`config.mk`:
```
export PLATFORM = sky130hd
export DESIGN_NAME = scm_march_bist_ctrl
export DESIGN_NICKNAME = d
export VERILOG_FILES = /design/src/rtl/scm_bist_pkg.sv /design/src/rtl/scm_bist_addr_gen.sv /design/src/rtl/scm_march_bist_ctrl.sv
export SDC_FILE = /design/constraint.sdc
export NUM_CORES = 1
export LEC_CHECK = 0
export CAP_MARGIN = 20
export CORE_MARGIN = 2
export CORE_UTILIZATION = 40
export DETAILED_ROUTE_END_ITERATION = 16
export PLACE_DENSITY = 0.83
export SYNTH_ARGS = -nofsm -noshare
export SYNTH_HDL_FRONTEND = slang
export SYNTH_HIERARCHICAL = 1
export SYNTH_SLANG_ARGS = --single-unit
```
`constraint.sdc`:
```
create_clock -name clk -period 6.05 [get_ports clk]
set_input_delay 1.21 -clock clk [delete_from_list [all_inputs] [get_ports clk]]
set_output_delay 1.21 -clock clk [all_outputs]
set_load 0.005 [all_outputs]
```
`src/rtl/scm_bist_pkg.sv`:
```
// rtl/scm_bist_pkg.sv - shared types and March C- table for the SCM BIST controller
package scm_bist_pkg;

    localparam int NUM_ELEM = 6;

    typedef enum logic [1:0] {
        IDLE,
        RUN,
        DRAIN,
        DONE
    } bist_state_e;

    typedef enum logic [2:0] {
        RD0,
        RD1,
        WR0,
        WR1,
        NOP
    } bist_op_e;

    typedef struct packed {
        logic       down;
        logic [1:0] op_cnt;
        bist_op_e   op0;
        bist_op_e   op1;
    } march_elem_t;

    // March C-: up(w0) up(r0,w1) up(r1,w0) down(r0,w1) down(r1,w0) down(r0)
    localparam march_elem_t MARCH_TABLE [NUM_ELEM] = '{
        '{1'b0, 2'd1, WR0, NOP},
        '{1'b0, 2'd2, RD0, WR1},
        '{1'b0, 2'd2, RD1, WR0},
        '{1'b1, 2'd2, RD0, WR1},
        '{1'b1, 2'd2, RD1, WR0},
        '{1'b1, 2'd1, RD0, NOP}
    };

endpackage

```
`src/rtl/scm_bist_addr_gen.sv`:
```
// rtl/scm_bist_addr_gen.sv - loadable up/down address counter for the March sequencer
module scm_bist_addr_gen #(
    parameter int ADDR_WIDTH = 5,
    parameter int NUM_WORDS  = 2**ADDR_WIDTH
) (
    input  logic                  clk,
    input  logic                  rst_n,
    input  logic                  load_i,
    input  logic                  load_down_i,
    input  logic                  step_i,
    output logic [ADDR_WIDTH-1:0] addr_o,
    output logic                  last_o
);

    localparam logic [ADDR_WIDTH-1:0] ADDR_MAX = ADDR_WIDTH'(NUM_WORDS - 1);

    logic down_q;

    // Load picks the element's start address and latches its direction; step moves one word.
    always_ff @(posedge clk) begin
        if (!rst_n) begin
            addr_o <= '0;
            down_q <= 1'b0;
        end else if (load_i) begin
            down_q <= load_down_i;
            addr_o <= load_down_i ? ADDR_MAX : '0;
        end else if (step_i) begin
            addr_o <= down_q ? addr_o - 1'b1 : addr_o + 1'b1;
        end
    end

    assign last_o = down_q ? (addr_o == '0) : (addr_o == ADDR_MAX);

endmodule

```
`src/rtl/scm_march_bist_ctrl.sv`:
```
// rtl/scm_march_bist_ctrl.sv - March C- BIST controller for one SCM register file test port
module scm_march_bist_ctrl
    import scm_bist_pkg::*;
#(
    parameter int ADDR_WIDTH = 5,
    parameter int DATA_WIDTH = 32,
    parameter int NUM_BYTE   = DATA_WIDTH / 8,
    parameter int NUM_WORDS  = 2**ADDR_WIDTH
) (
    input  logic                  clk,
    input  logic                  rst_n,
    input  logic                  start_i,
    output logic                  busy_o,
    output logic                  done_o,
    output logic                  fail_o,
    output logic [ADDR_WIDTH-1:0] fail_addr_o,
    output logic [2:0]            fail_elem_o,
    output logic                  BIST,
    output logic                  CSN_T,
    output logic                  WEN_T,
    output logic [ADDR_WIDTH-1:0] A_T,
    output logic [DATA_WIDTH-1:0] D_T,
    output logic [NUM_BYTE-1:0]   BE_T,
    input  logic [DATA_WIDTH-1:0] Q_T
);

    bist_state_e state_q, state_d;

    // Current op position: element, op slot within the address, and the op on the port
    logic [2:0] elem_q, elem_d, elem_inc;
    logic       idx_q, idx_d;
    bist_op_e   op_q, op_d;

    logic                  ag_load, ag_load_down, ag_step;
    logic [ADDR_WIDTH-1:0] ag_addr;
    logic                  ag_last;
    logic                  clear_res;
    logic                  active_d;

    // Read issued last cycle, compared against Q_T this cycle
    logic                  cmp_valid;
    logic                  cmp_exp;
    logic [ADDR_WIDTH-1:0] cmp_addr;
    logic [2:0]            cmp_elem;
    logic [DATA_WIDTH-1:0] exp_word;

    scm_bist_addr_gen #(
        .ADDR_WIDTH (ADDR_WIDTH),
        .NUM_WORDS  (NUM_WORDS)
    ) u_addr_gen (
        .clk         (clk),
        .rst_n       (rst_n),
        .load_i      (ag_load),
        .load_down_i (ag_load_down),
        .step_i      (ag_step),
        .addr_o      (ag_addr),
        .last_o      (ag_last)
    );

    assign elem_inc = elem_q + 3'd1;
    assign exp_word = {DATA_WIDTH{cmp_exp}};
    assign A_T      = ag_addr;
    assign active_d = (state_d == RUN) || (state_d == DRAIN);

    // State register
    always_ff @(posedge clk) begin
        if (!rst_n) begin
            state_q <= IDLE;
        end else begin
            state_q <= state_d;
        end
    end

    // Next state and next op: walk op slots, then addresses, then elements, back to back
    always_comb begin
        state_d      = state_q;
        elem_d       = elem_q;
        idx_d        = idx_q;
        op_d         = NOP;
        ag_load      = 1'b0;
        ag_load_down = 1'b0;
        ag_step      = 1'b0;
        clear_res    = 1'b0;
        case (state_q)
            IDLE, DONE: begin
                if (start_i) begin
                    state_d      = RUN;
                    elem_d       = 3'd0;
                    idx_d        = 1'b0;
                    op_d         = MARCH_TABLE[0].op0;
                    ag_load      = 1'b1;
                    ag_load_down = MARCH_TABLE[0].down;
                    clear_res    = 1'b1;
                end
            end
            RUN: begin
                if (!idx_q && MARCH_TABLE[elem_q].op_cnt == 2'd2) begin
                    idx_d = 1'b1;
                    op_d  = MARCH_TABLE[elem_q].op1;
                end else if (!ag_last) begin
                    idx_d   = 1'b0;
                    ag_step = 1'b1;
                    op_d    = MARCH_TABLE[elem_q].op0;
                end else if (elem_q != 3'(NUM_ELEM - 1)) begin
                    elem_d       = elem_inc;
                    idx_d        = 1'b0;
                    op_d         = MARCH_TABLE[elem_inc].op0;
                    ag_load      = 1'b1;
                    ag_load_down = MARCH_TABLE[elem_inc].down;
                end else begin
                    state_d = DRAIN;
                end
            end
            DRAIN: begin
                state_d = DONE;
            end
            default: begin
                state_d = IDLE;
            end
        endcase
    end

    // Sequencer position and registered test-port drive
    always_ff @(posedge clk) begin
        if (!rst_n) begin
            elem_q <= 3'd0;
            idx_q  <= 1'b0;
            op_q   <= NOP;
            busy_o <= 1'b0;
            BIST   <= 1'b0;
            CSN_T  <= 1'b1;
            WEN_T  <= 1'b1;
            D_T    <= '0;
            BE_T   <= '0;
        end else begin
            elem_q <= elem_d;
            idx_q  <= idx_d;
            op_q   <= op_d;
            busy_o <= active_d;
            BIST   <= active_d;
            BE_T   <= active_d ? '1 : '0;
            CSN_T  <= (op_d == NOP);
            WEN_T  <= !((op_d == WR0) || (op_d == WR1));
            if (op_d == WR0) begin
                D_T <= '0;
            end else if (op_d == WR1) begin
                D_T <= '1;
            end
        end
    end

    // Read compare one cycle behind the port, first-failure capture, completion flag
    always_ff @(posedge clk) begin
        if (!rst_n) begin
            cmp_valid   <= 1'b0;
            cmp_exp     <= 1'b0;
            cmp_addr    <= '0;
            cmp_elem    <= 3'd0;
            fail_o      <= 1'b0;
            fail_addr_o <= '0;
            fail_elem_o <= 3'd0;
            done_o      <= 1'b0;
        end else begin
            cmp_valid <= ((op_q == RD0) || (op_q == RD1)) && !clear_res;
            cmp_exp   <= (op_q == RD1);
            cmp_addr  <= ag_addr;
            cmp_elem  <= elem_q;
            if (clear_res) begin
                fail_o      <= 1'b0;
                fail_addr_o <= '0;
                fail_elem_o <= 3'd0;
                done_o      <= 1'b0;
            end else begin
                if (cmp_valid && (Q_T != exp_word) && !fail_o) begin
                    fail_o      <= 1'b1;
                    fail_addr_o <= cmp_addr;
                    fail_elem_o <= cmp_elem;
                end
                if (state_q == DRAIN) begin
                    done_o <= 1'b1;
                end
            end
        end
    end

endmodule
```
==> results of run 1 <==
-- cells in the mapped netlist (all sizes together), types with 4 or more instances --
library cell and number:
and2 8, nand2 33, nor2 16, a31oi 6, buf 39, ha 12
nand2b 6, dfxtp 39, nand4 5, o21ai 5, nor4 4, nand3 10
nor3 12, inv 7, a21boi 4, a21oi 20, clkbuf 6, mux2i 9
-- sequential cells by signal (all words and copies together) (netlist names) --
signal             count
cmp_addr               5
fail_addr_o            5
u_addr_gen/addr_o      5
cmp_elem               3
elem_q                 3
fail_elem_o            3
op_q                   3
state_q                2
BE_T                   1
CSN_T                  1
D_T                    1
WEN_T                  1
cmp_exp                1
cmp_valid              1
done_o                 1
fail_o                 1
idx_q                  1
u_addr_gen/down_q      1
-- cell families after synthesis --
family | share of synthesized area [%]
fa+ha+maj | 7.139
buf+inv | 14.44
compound gates | 16.22
xor+xnor | 1.103
mux | 4.724
simple gates | 23.62
flops | 32.76
-- power breakdown --
part           switching (uW)  internal (uW)  leakage, uW
combinational             193            194     0.000747
clock                    90.6            123    0.0000581
sequential               39.5            299     0.000317
-- routing by layer --
layer,vias up,global-route usage [%],routed length (um)
met5,-,0,0
met4,0,5.593,74
met3,12,4.556,477
met2,74,29.34,2690
met1,988,18.95,2381
li1,1076,-,-
-- cell type report --
cell class | count | area (sq um)
timing repair buffer | 90 | 898.4
clock inverter | 3 | 43.79
multi-input combinational | 193 | 1262
tap | 75 | 93.84
inverter | 8 | 30.03
fill | 528 | 2673
sequential | 39 | 780.7
clock buffer | 5 | 68.82
-- worst reg2reg max path: stages, from the launching register on --
cell	delay, ps
dfxtp_1	490
or4b_1	480
o31ai_1	240
buf_4	220
nand2_1	60
a21oi_1	400
nand2_1	150
a21oi_1	480
and3b_1	250
and4_4	180
a211o_1	250
-- worst max path at each step --
stage	startpoint	to	slack, ps
detailed placement	rst_n	fail_elem_o[1]	2070
finish	u_addr_gen/down_q	u_addr_gen/addr_o[4]	2730
global placement	rst_n	fail_addr_o[3]	2300
CTS	rst_n	fail_elem_o[1]	2360
floorplan	u_addr_gen/down_q	u_addr_gen/addr_o[4]	3160
global route	u_addr_gen/down_q	u_addr_gen/addr_o[4]	2490
-- through the flow --
step | util [%] | worst slack [ps] | hold WS (ps)
after floorplan | - | 3161 | 396.0
after global placement | 52.33 | 2297 | 406.3
after detailed placement | 52.33 | 2066 | 410.7
after CTS | 54.26 | 2359 | 421.1
after global routing | 54.32 | 2485 | 428.2
final | 54.32 | 2733 | 419.9
==> impl_metrics.py, run 1 <==
metrics = {
    "outcome": {
        "status": "finished clean",
    },
    "layout": {
        "mostFrequentLayoutCell": "clkdlybuf4s50_1",
        "design_area_sq_um": 3178,
        "mostFrequentLayoutCells": "89 x clkdlybuf4s50_1, 39 x dfxtp_1, 33 x nand2_1",
        "instances_no_fill": 413,
        "n_antenna_cell": 0,
        "drive_gt1_share_pct": 4.142,
        "final_nets": 385,
        "area_delta_synth_final_pct": 33.33,
    },
    "sta": {
        "clock_skew_ps": 4.591,
        "report.final.hold_viol_count": 0,
        "fmax_mhz": 301.5,
        "slew_violations": 0,
        "worst_pin_slew_ps": 862.1,
        "rsz0062_at_grt": "no",
        "finalCritPeriodShare_pct": 54.82,
        "setup_viol": 0,
        "slew_headroom_pct": 42.45,
        "finalCriticalPeriod_ps": 3317,
        "fin_setup_tns_ps": 0,
    },
    "cts": {
        "post_cts_buffers": 0,
        "cts_hold_buf": 0,
        "cts_resized": 0,
        "clkSinkCount": 39,
        "cts_root_buf": "clkbuf_8",
        "htreeDepth": 2,
        "cts_buffers": 5,
        "clk_latency_ps": 290,
        "cts_tree": "yes",
        "clkSlewWorstSetupHoldPaths_ps": 80,
        "ctsLongestPathBuffers": 2,
    },
    "hold_path": {
        "worstHoldPathType": "reg2reg",
        "hold_path_depth": 1,
        "hold_path_end": "cmp_exp",
        "worstHoldStart": "op_q[2]",
    },
    "placed_design": {
        "place_area_sq_um": 3062,
        "post-place-cells": 405,
        "place_congestion": 0.8444,
        "port_buffers": 89,
        "dpl.hpwl_mm": 4.286,
    },
    "drt": {
        "vias": 2150,
        "drtPass1Iterations": 4,
        "route.detailed.drc": 0,
        "routed_via_density": 5.206,
        "drt_iter0_drc": 67,
        "postRouteAntennaNets": 0,
        "wl_mm": 5.623,
        "drt-wirelength-per-cell_um": 13.62,
    },
    "die": {
        "fp.dieW_um": 81.20,
        "core_sq_um": 5851,
        "fp.dieH_um": 81.20,
        "die_area_sq_um": 6593,
        "initial_utilization_pct": 40.74,
        "pin_count": 90,
        "rows": 28,
    },
    "logic_synthesis": {
        "async_flop_share_pct": 0,
        "syn_area_sq_um": 2384,
        "synth_flop_cell": "dfxtp_1",
        "synth_enable_flop_cells": 0,
        "yosys.area.top_type_share_pct": 32.76,
        "synth_area_leaders": "dfxtp_1 33%, buf_4 11%, ha_1 6.3%",
        "synth_warnings": 6,
        "synth-seq-area-share_pct": 32.76,
        "synth_seq_cells": 39,
        "synth_top_cell_by_area": "dfxtp_1",
        "avgSynthCellArea_sq_um": 8.363,
        "syn_nets": 333,
        "synthCells": 285,
        "yosysUniqueCellTypes": 53,
    },
    "critical_path": {
        "path_cells": "or4b_1, o31ai_1, buf_4, nand2_1, a21oi_1, nand2_1, a21oi_1, and3b_1, and4_4, a211o_1",
        "r2r_setup_slack_ps": 2730,
        "critPathTopFamily": "compound AO/OA/AOI/OAI gates",
        "crit_required_ps": 6240,
        "timing.rr.end": "u_addr_gen/addr_o[4]",
        "worstPathArrival_ps": 3500,
        "critPathKind": "reg2reg",
        "r2r_cells": 10,
        "crit_buf_inv": 1,
        "cp_slowest_cell": "dfxtp_1",
        "critPathLaunchType": "register",
        "crit_fanout": 10,
        "cp.depth": 10,
        "cp-end-kind": "register",
        "max_stage_delay_ps": 490,
        "r2r-start": "u_addr_gen/down_q",
    },
    "job": {
        "cap_violations": 0,
    },
    "global_route": {
        "grt_pass1_vias": 1988,
        "grt_max_degree": 34,
        "grt_pass1_wl_mm": 8.638,
        "overflow": 0,
        "track_usage_pct": 16.49,
        "antenna_found_initial": 0,
    },
    "pwr": {
        "leakage_uw": 0.001123,
        "ir_worst_vdd_v": 0.0001670,
        "total_power_uw": 939.5,
        "cellPowerDensity_nw_per_um2": 295.6,
    },
}
No activity file was read; power rests on OpenSTA's default activity.
==> inputs of run 2 (changes only) <==
--- a/config.mk
+++ b/config.mk
@@ -9,7 +9,7 @@
 export CORE_MARGIN = 2
 export CORE_UTILIZATION = 40
 export DETAILED_ROUTE_END_ITERATION = 16
-export PLACE_DENSITY = 0.83
+export PLACE_DENSITY = 0.86
 export SYNTH_ARGS = -nofsm -noshare
 export SYNTH_HDL_FRONTEND = slang
 export SYNTH_HIERARCHICAL = 1
==> constraint.sdc (replaced) <==
create_clock -name clk -period 2.75 [get_ports clk]
set_input_delay 0.55 -clock clk [delete_from_list [all_inputs] [get_ports clk]]
set_output_delay 0.55 -clock clk [all_outputs]
set_load 0.005 [all_outputs]
==> run 2 against run 1 <==
  * Global-route usage increased by 0.40 points
  * Maximum frequency increased by 32%
  * Worst hold slack improved by 3.6 ps
  * Wire length increased by 0.44%
  * Final cell count increased by 2.7%
  * Count of clock-buffer cells in the layout increased by 1
  * Core utilization increased by 1.9 points
  * Critical path type unchanged
==> impl_metrics.py, run 2 (synthesis results as in run 1) <==
metrics = {
    "sta": {
        "fin_setup_tns_ps": 0,
        "holdWs_ps": 423.5,
        "fmax_mhz": 398.7,
        "rsz0062_at_grt": "no",
        "worst_pin_slew_ps": 658.3,
        "slew_headroom_pct": 55.95,
        "finalCritPeriodShare_pct": 91.20,
        "clock_skew_ps": 4.366,
        "finalCriticalPeriod_ps": 2508,
        "slew_violations": 0,
        "report.final.hold_viol_count": 0,
        "setup_viol": 0,
    },
    "critical_path": {
        "critPathLaunchType": "register",
        "r2r-start": "u_addr_gen/addr_o[3]",
        "r2r_cells": 8,
        "crit_required_ps": 2940,
        "cp-end-kind": "register",
        "timing.rr.end": "BE_T[2]",
        "crit_fanout": 9,
        "r2r_setup_slack_ps": 240,
        "critPathKind": "reg2reg",
        "worstPathArrival_ps": 2700,
    },
    "drt": {
        "drtPass1Iterations": 4,
        "routed_via_density": 5.179,
        "drt_iter0_drc": 129,
        "vias": 2196,
        "drt-wirelength-per-cell_um": 13.32,
        "route.detailed.drc": 0,
        "wl_mm": 5.648,
        "postRouteAntennaNets": 0,
    },
    "outcome": {
        "status": "finished clean",
    },
    "cts": {
        "post_cts_buffers": 0,
        "cts_buffers": 5,
        "ctsLongestPathBuffers": 2,
        "cts_resized": 0,
        "clkSlewWorstSetupHoldPaths_ps": 70,
        "cts_tree": "yes",
        "cts_hold_buf": 0,
        "htreeDepth": 2,
        "cts_root_buf": "clkbuf_8",
        "clkSinkCount": 39,
        "clk_latency_ps": 290,
    },
    "layout": {
        "area_delta_synth_final_pct": 38.06,
        "mostFrequentLayoutCell": "clkdlybuf4s50_1",
        "n_antenna_cell": 0,
        "top_regs": "cmp_addr x5, fail_addr_o x5, u_addr_gen/addr_o x5",
        "design_area_sq_um": 3291,
        "mostFrequentLayoutCells": "89 x clkdlybuf4s50_1, 38 x dfxtp_1, 33 x nand2_1",
        "drive_gt1_share_pct": 7.736,
        "final_nets": 396,
    },
    "die": {
        "fp.dieH_um": 81.20,
        "core_sq_um": 5851,
        "pin_count": 90,
        "rows": 28,
        "fp.dieW_um": 81.20,
        "die_area_sq_um": 6593,
        "initial_utilization_pct": 40.74,
    },
    "pwr": {
        "ir_worst_vdd_v": 0.0003586,
        "p_int_uw": 1488,
        "power_frac_clock_pct": 25.3,
        "cellPowerDensity_nw_per_um2": 668.0,
        "comb_power_share_pct": 41.8,
        "seqPwrFrac_pct": 32.8,
        "leakage_uw": 0.001191,
        "swShare_pct": 32.29,
        "p_switching_uw": 709.8,
    },
    "global_route": {
        "grt_pass1_wl_mm": 8.687,
        "antenna_found_initial": 0,
        "grt_max_degree": 34,
        "track_usage_pct": 16.90,
        "overflow": 0,
        "grt_pass1_vias": 1933,
    },
    "job": {
        "cap_violations": 0,
    },
    "hold_path": {
        "worstHoldPathType": "reg2reg",
        "worstHoldStart": "op_q[1]",
        "hold_path_end": "cmp_exp",
        "hold_path_depth": 1,
    },
    "placed_design": {
        "port_buffers": 89,
        "place_area_sq_um": 3152,
        "dpl.hpwl_mm": 4.289,
        "place_congestion": 0.9266,
    },
}
==> run 2: area by class of cell <==
type	count	area, sq um
fillers	493	2560
multi-input cells	193	1271
repair buffers	101	980.9
flip-flops and latches	39	782.0
well taps	75	93.84
clock buffers	6	72.57
clock inverters	2	60.06
inverters	8	30.03
==> run 2: per-stage QoR <==
step / std cells / total power (uW) / util [%] / worst slack (ps)
CTS: 424 / 2212 / 56.14 / 152.9
global route: 424 / 2356 / 56.24 / 40.46
global placement: 416 / 1629 / 53.87 / 231.0
finish: 424 / 2198 / 56.24 / 242.1
floorplan: 285 / 1308 / - / 53.01
detailed placement: 416 / 1650 / 53.87 / 162.6
==> run 2: worst max path at each step <==
stage | from | end | slack (ps) | cells after the start
finish | u_addr_gen/addr_o[3] | BE_T[2] | 240 | 8
global placement | elem_q[0] | D_T[0] | 230 | 7
CTS | elem_q[0] | u_addr_gen/addr_o[4] | 150 | 9
global route | u_addr_gen/addr_o[3] | u_addr_gen/addr_o[4] | 40 | 10
detailed placement | elem_q[0] | u_addr_gen/addr_o[4] | 160 | 9
floorplan | u_addr_gen/down_q | u_addr_gen/addr_o[4] | 50 | 10
==> run 2: routing by layer <==
metal / part of all wire [%] / GRT usage (%)
met1: 40 / 17.54
met2: 49 / 31.24
met3: 9.2 / 4.889
met4: 2.4 / 7.627
met5: 0 / 0
==> run 2: worst max-delay path, cell delays in order, from the launching register on <==
cell and delay, ps:
dfxtp_1 360, or4b_1 550, o31ai_2 260, buf_4 210
o2111ai_1 170, a311oi_1 340, a21oi_1 90, and2_1 190
mux2_2 250
==> run 2: power groups by stage <==
stage | registers [uW] | logic, uW | clock network, uW
after CTS | 722 | 921 | 569
after global routing | 737 | 1030 | 590
after detailed placement | 735 | 915 | 0
after floorplan | 743 | 564 | 0
after global placement | 729 | 900 | 0
final | 721 | 920 | 557
==> inputs of run 3 (changes only) <==
--- a/config.mk
+++ b/config.mk
@@ -10,6 +10,7 @@
 export CORE_UTILIZATION = 40
 export DETAILED_ROUTE_END_ITERATION = 16
 export PLACE_DENSITY = 0.86
+export REMOVE_ABC_BUFFERS = 1
 export SYNTH_ARGS = -nofsm -noshare
 export SYNTH_HDL_FRONTEND = slang
 export SYNTH_HIERARCHICAL = 1
==> run 3 against run 2 <==
  * Worst hold slack improved by 1.7 ps
  * Flip-flop and latch count unchanged
  * Critical endpoint is now u_addr_gen/addr_o[4]
  * Clock power is 14% lower
  * Via count is 0.96% higher
  * Final cell count is 0.47% lower
  * Non-clock buffer count decreased by 2
  * Global-route usage down 0.078 points
  * Largest cell class unchanged
==> impl_metrics.py, run 3 (synthesis results as in run 1) <==
metrics = {
    "critical_path": {
        "critPathKind": "reg2reg",
        "cp-end-kind": "register",
        "path_cells": "or4b_1, o31ai_2, nand2_1, a21oi_1, nand2_1, a21oi_1, buf_4, and3b_1, and4_4, a211o_1",
        "critPathLaunchType": "register",
        "critPathTopFamily": "simple AND/OR/NAND/NOR gates",
        "worstPathArrival_ps": 2760,
        "crit_fanout": 9,
        "r2r_setup_slack_ps": 180,
        "crit_buf_inv": 1,
        "crit_required_ps": 2940,
        "cp_slowest_cell": "or4b_1",
        "max_stage_delay_ps": 550,
    },
    "global_route": {
        "overflow": 0,
        "grt_max_degree": 34,
        "grt_pass1_vias": 2081,
        "grt_pass1_wl_mm": 8.776,
        "antenna_found_initial": 0,
        "track_usage_pct": 16.82,
    },
    "placed_design": {
        "dpl.hpwl_mm": 4.352,
        "port_buffers": 89,
        "post-place-cells": 414,
        "pre_cts_ws_ps": 172.4,
        "place_congestion": 0.8721,
    },
    "layout": {
        "fill_cells": 539,
        "drive_gt1_share_pct": 6.916,
        "area_delta_synth_final_pct": 36.27,
        "mostFrequentLayoutCells": "89 x clkdlybuf4s50_1, 38 x dfxtp_1, 33 x nand2_1",
        "final_nets": 394,
        "mostFrequentLayoutCell": "clkdlybuf4s50_1",
        "instances_no_fill": 422,
        "n_antenna_cell": 0,
        "top_regs": "cmp_addr x5, fail_addr_o x5, u_addr_gen/addr_o x5",
    },
    "cts": {
        "cts_root_buf": "clkbuf_8",
        "cts_tree": "yes",
        "cts_hold_buf": 0,
        "ctsLongestPathBuffers": 2,
        "cts_buffers": 5,
        "clkSlewWorstSetupHoldPaths_ps": 80,
        "clkSinkCount": 39,
        "clk_latency_ps": 300,
        "post_cts_buffers": 0,
        "htreeDepth": 2,
    },
    "sta": {
        "slew_violations": 0,
        "clock_skew_ps": 4.077,
        "fin_setup_tns_ps": 0,
        "fmax_mhz": 388.6,
        "setup_viol": 0,
        "finalCritPeriodShare_pct": 93.57,
        "report.final.hold_viol_count": 0,
        "final.setup.worst_slack_ps": 176.8,
        "worst_pin_slew_ps": 601.4,
        "rsz0062_at_grt": "no",
        "finalCriticalPeriod_ps": 2573,
        "slew_headroom_pct": 59.76,
    },
    "drt": {
        "wl_mm": 5.679,
        "postRouteAntennaNets": 0,
        "drtPass1Iterations": 4,
        "vias": 2217,
        "routed_via_density": 5.254,
        "drt-wirelength-per-cell_um": 13.46,
        "route.detailed.drc": 0,
        "drt_iter0_drc": 103,
    },
    "hold_path": {
        "worstHoldPathType": "reg2reg",
    },
    "pwr": {
        "ir_worst_vdd_v": 0.0005980,
        "leakage_uw": 0.001174,
        "cellPowerDensity_nw_per_um2": 651.9,
    },
    "die": {
        "die_area_sq_um": 6593,
        "core_sq_um": 5851,
        "initial_utilization_pct": 40.74,
        "rows": 28,
        "fp.dieW_um": 81.20,
        "pin_count": 90,
        "fp.dieH_um": 81.20,
    },
    "job": {
        "cap_violations": 0,
    },
    "outcome": {
        "status": "finished clean",
    },
}
## run 3: cell types whose count changed in the layout (fill, tap and decap cells not counted)
cell       change
bufinv_16      -1
a21oi_2        -2
clkinv_4       +1
buf_4          -2
clkbuf_1       -1
a21oi_1        +2
clkinv_2       +1
## run 3: final timing paths
kind | startpoint | end | cells after the start
min reg2reg | op_q[2] | cmp_exp | 1
max reg2reg | u_addr_gen/addr_o[3] | u_addr_gen/addr_o[4] | 10
max | u_addr_gen/addr_o[3] | u_addr_gen/addr_o[4] | 10
min | op_q[2] | cmp_exp | 1
## run 3: timing repair
action / CTS / global route
gates resized for setup: 0 / 2
endpoints found under the hold margin: 0 / 0
setup endpoints to repair: 0 / 2
## run 3: power breakdown
part / internal (uW) / switching [uW]
clock: 270 / 208
sequential: 658 / 63.5
combinational: 465 / 453
## run 3: cell type report
type	count	area (sq um)	share of cell area [%]
tap	75	93.84	2.889
clock inverter	3	43.79	1.348
sequential	39	782.0	24.08
inverter	8	30.03	0.9245
multi-input combinational	193	1264	38.91
timing repair buffer	99	965.9	29.74
clock buffer	5	68.82	2.119
## run 3: worst reg2reg max path: cells and delay by family, from the launching register on
kind	cells	cell delay (ps)
buf+inv	1	170
simple gates	5	1120
compound gates	4	830
flops	1	360
## run 3: metrics by stage
stage	power [uW]	instance area, sq um	util, %	hold slack [ps]
floorplan	1251	2069	-	396.0
global placement	1623	3129	53.49	401.8
detailed placement	1644	3129	53.49	416.6
CTS	2127	3242	55.41	427.8
global route	2253	3248	55.52	448.2
finish	2118	3248	55.52	425.2
## run 3: routing by layer
layer	global-route usage, %	share of wire, %	up-vias
met5	0	0	-
met4	5.593	1.5	0
met3	4.889	10	11
met2	31.90	47	99
met1	17.59	41	1005
li1	-	-	1102
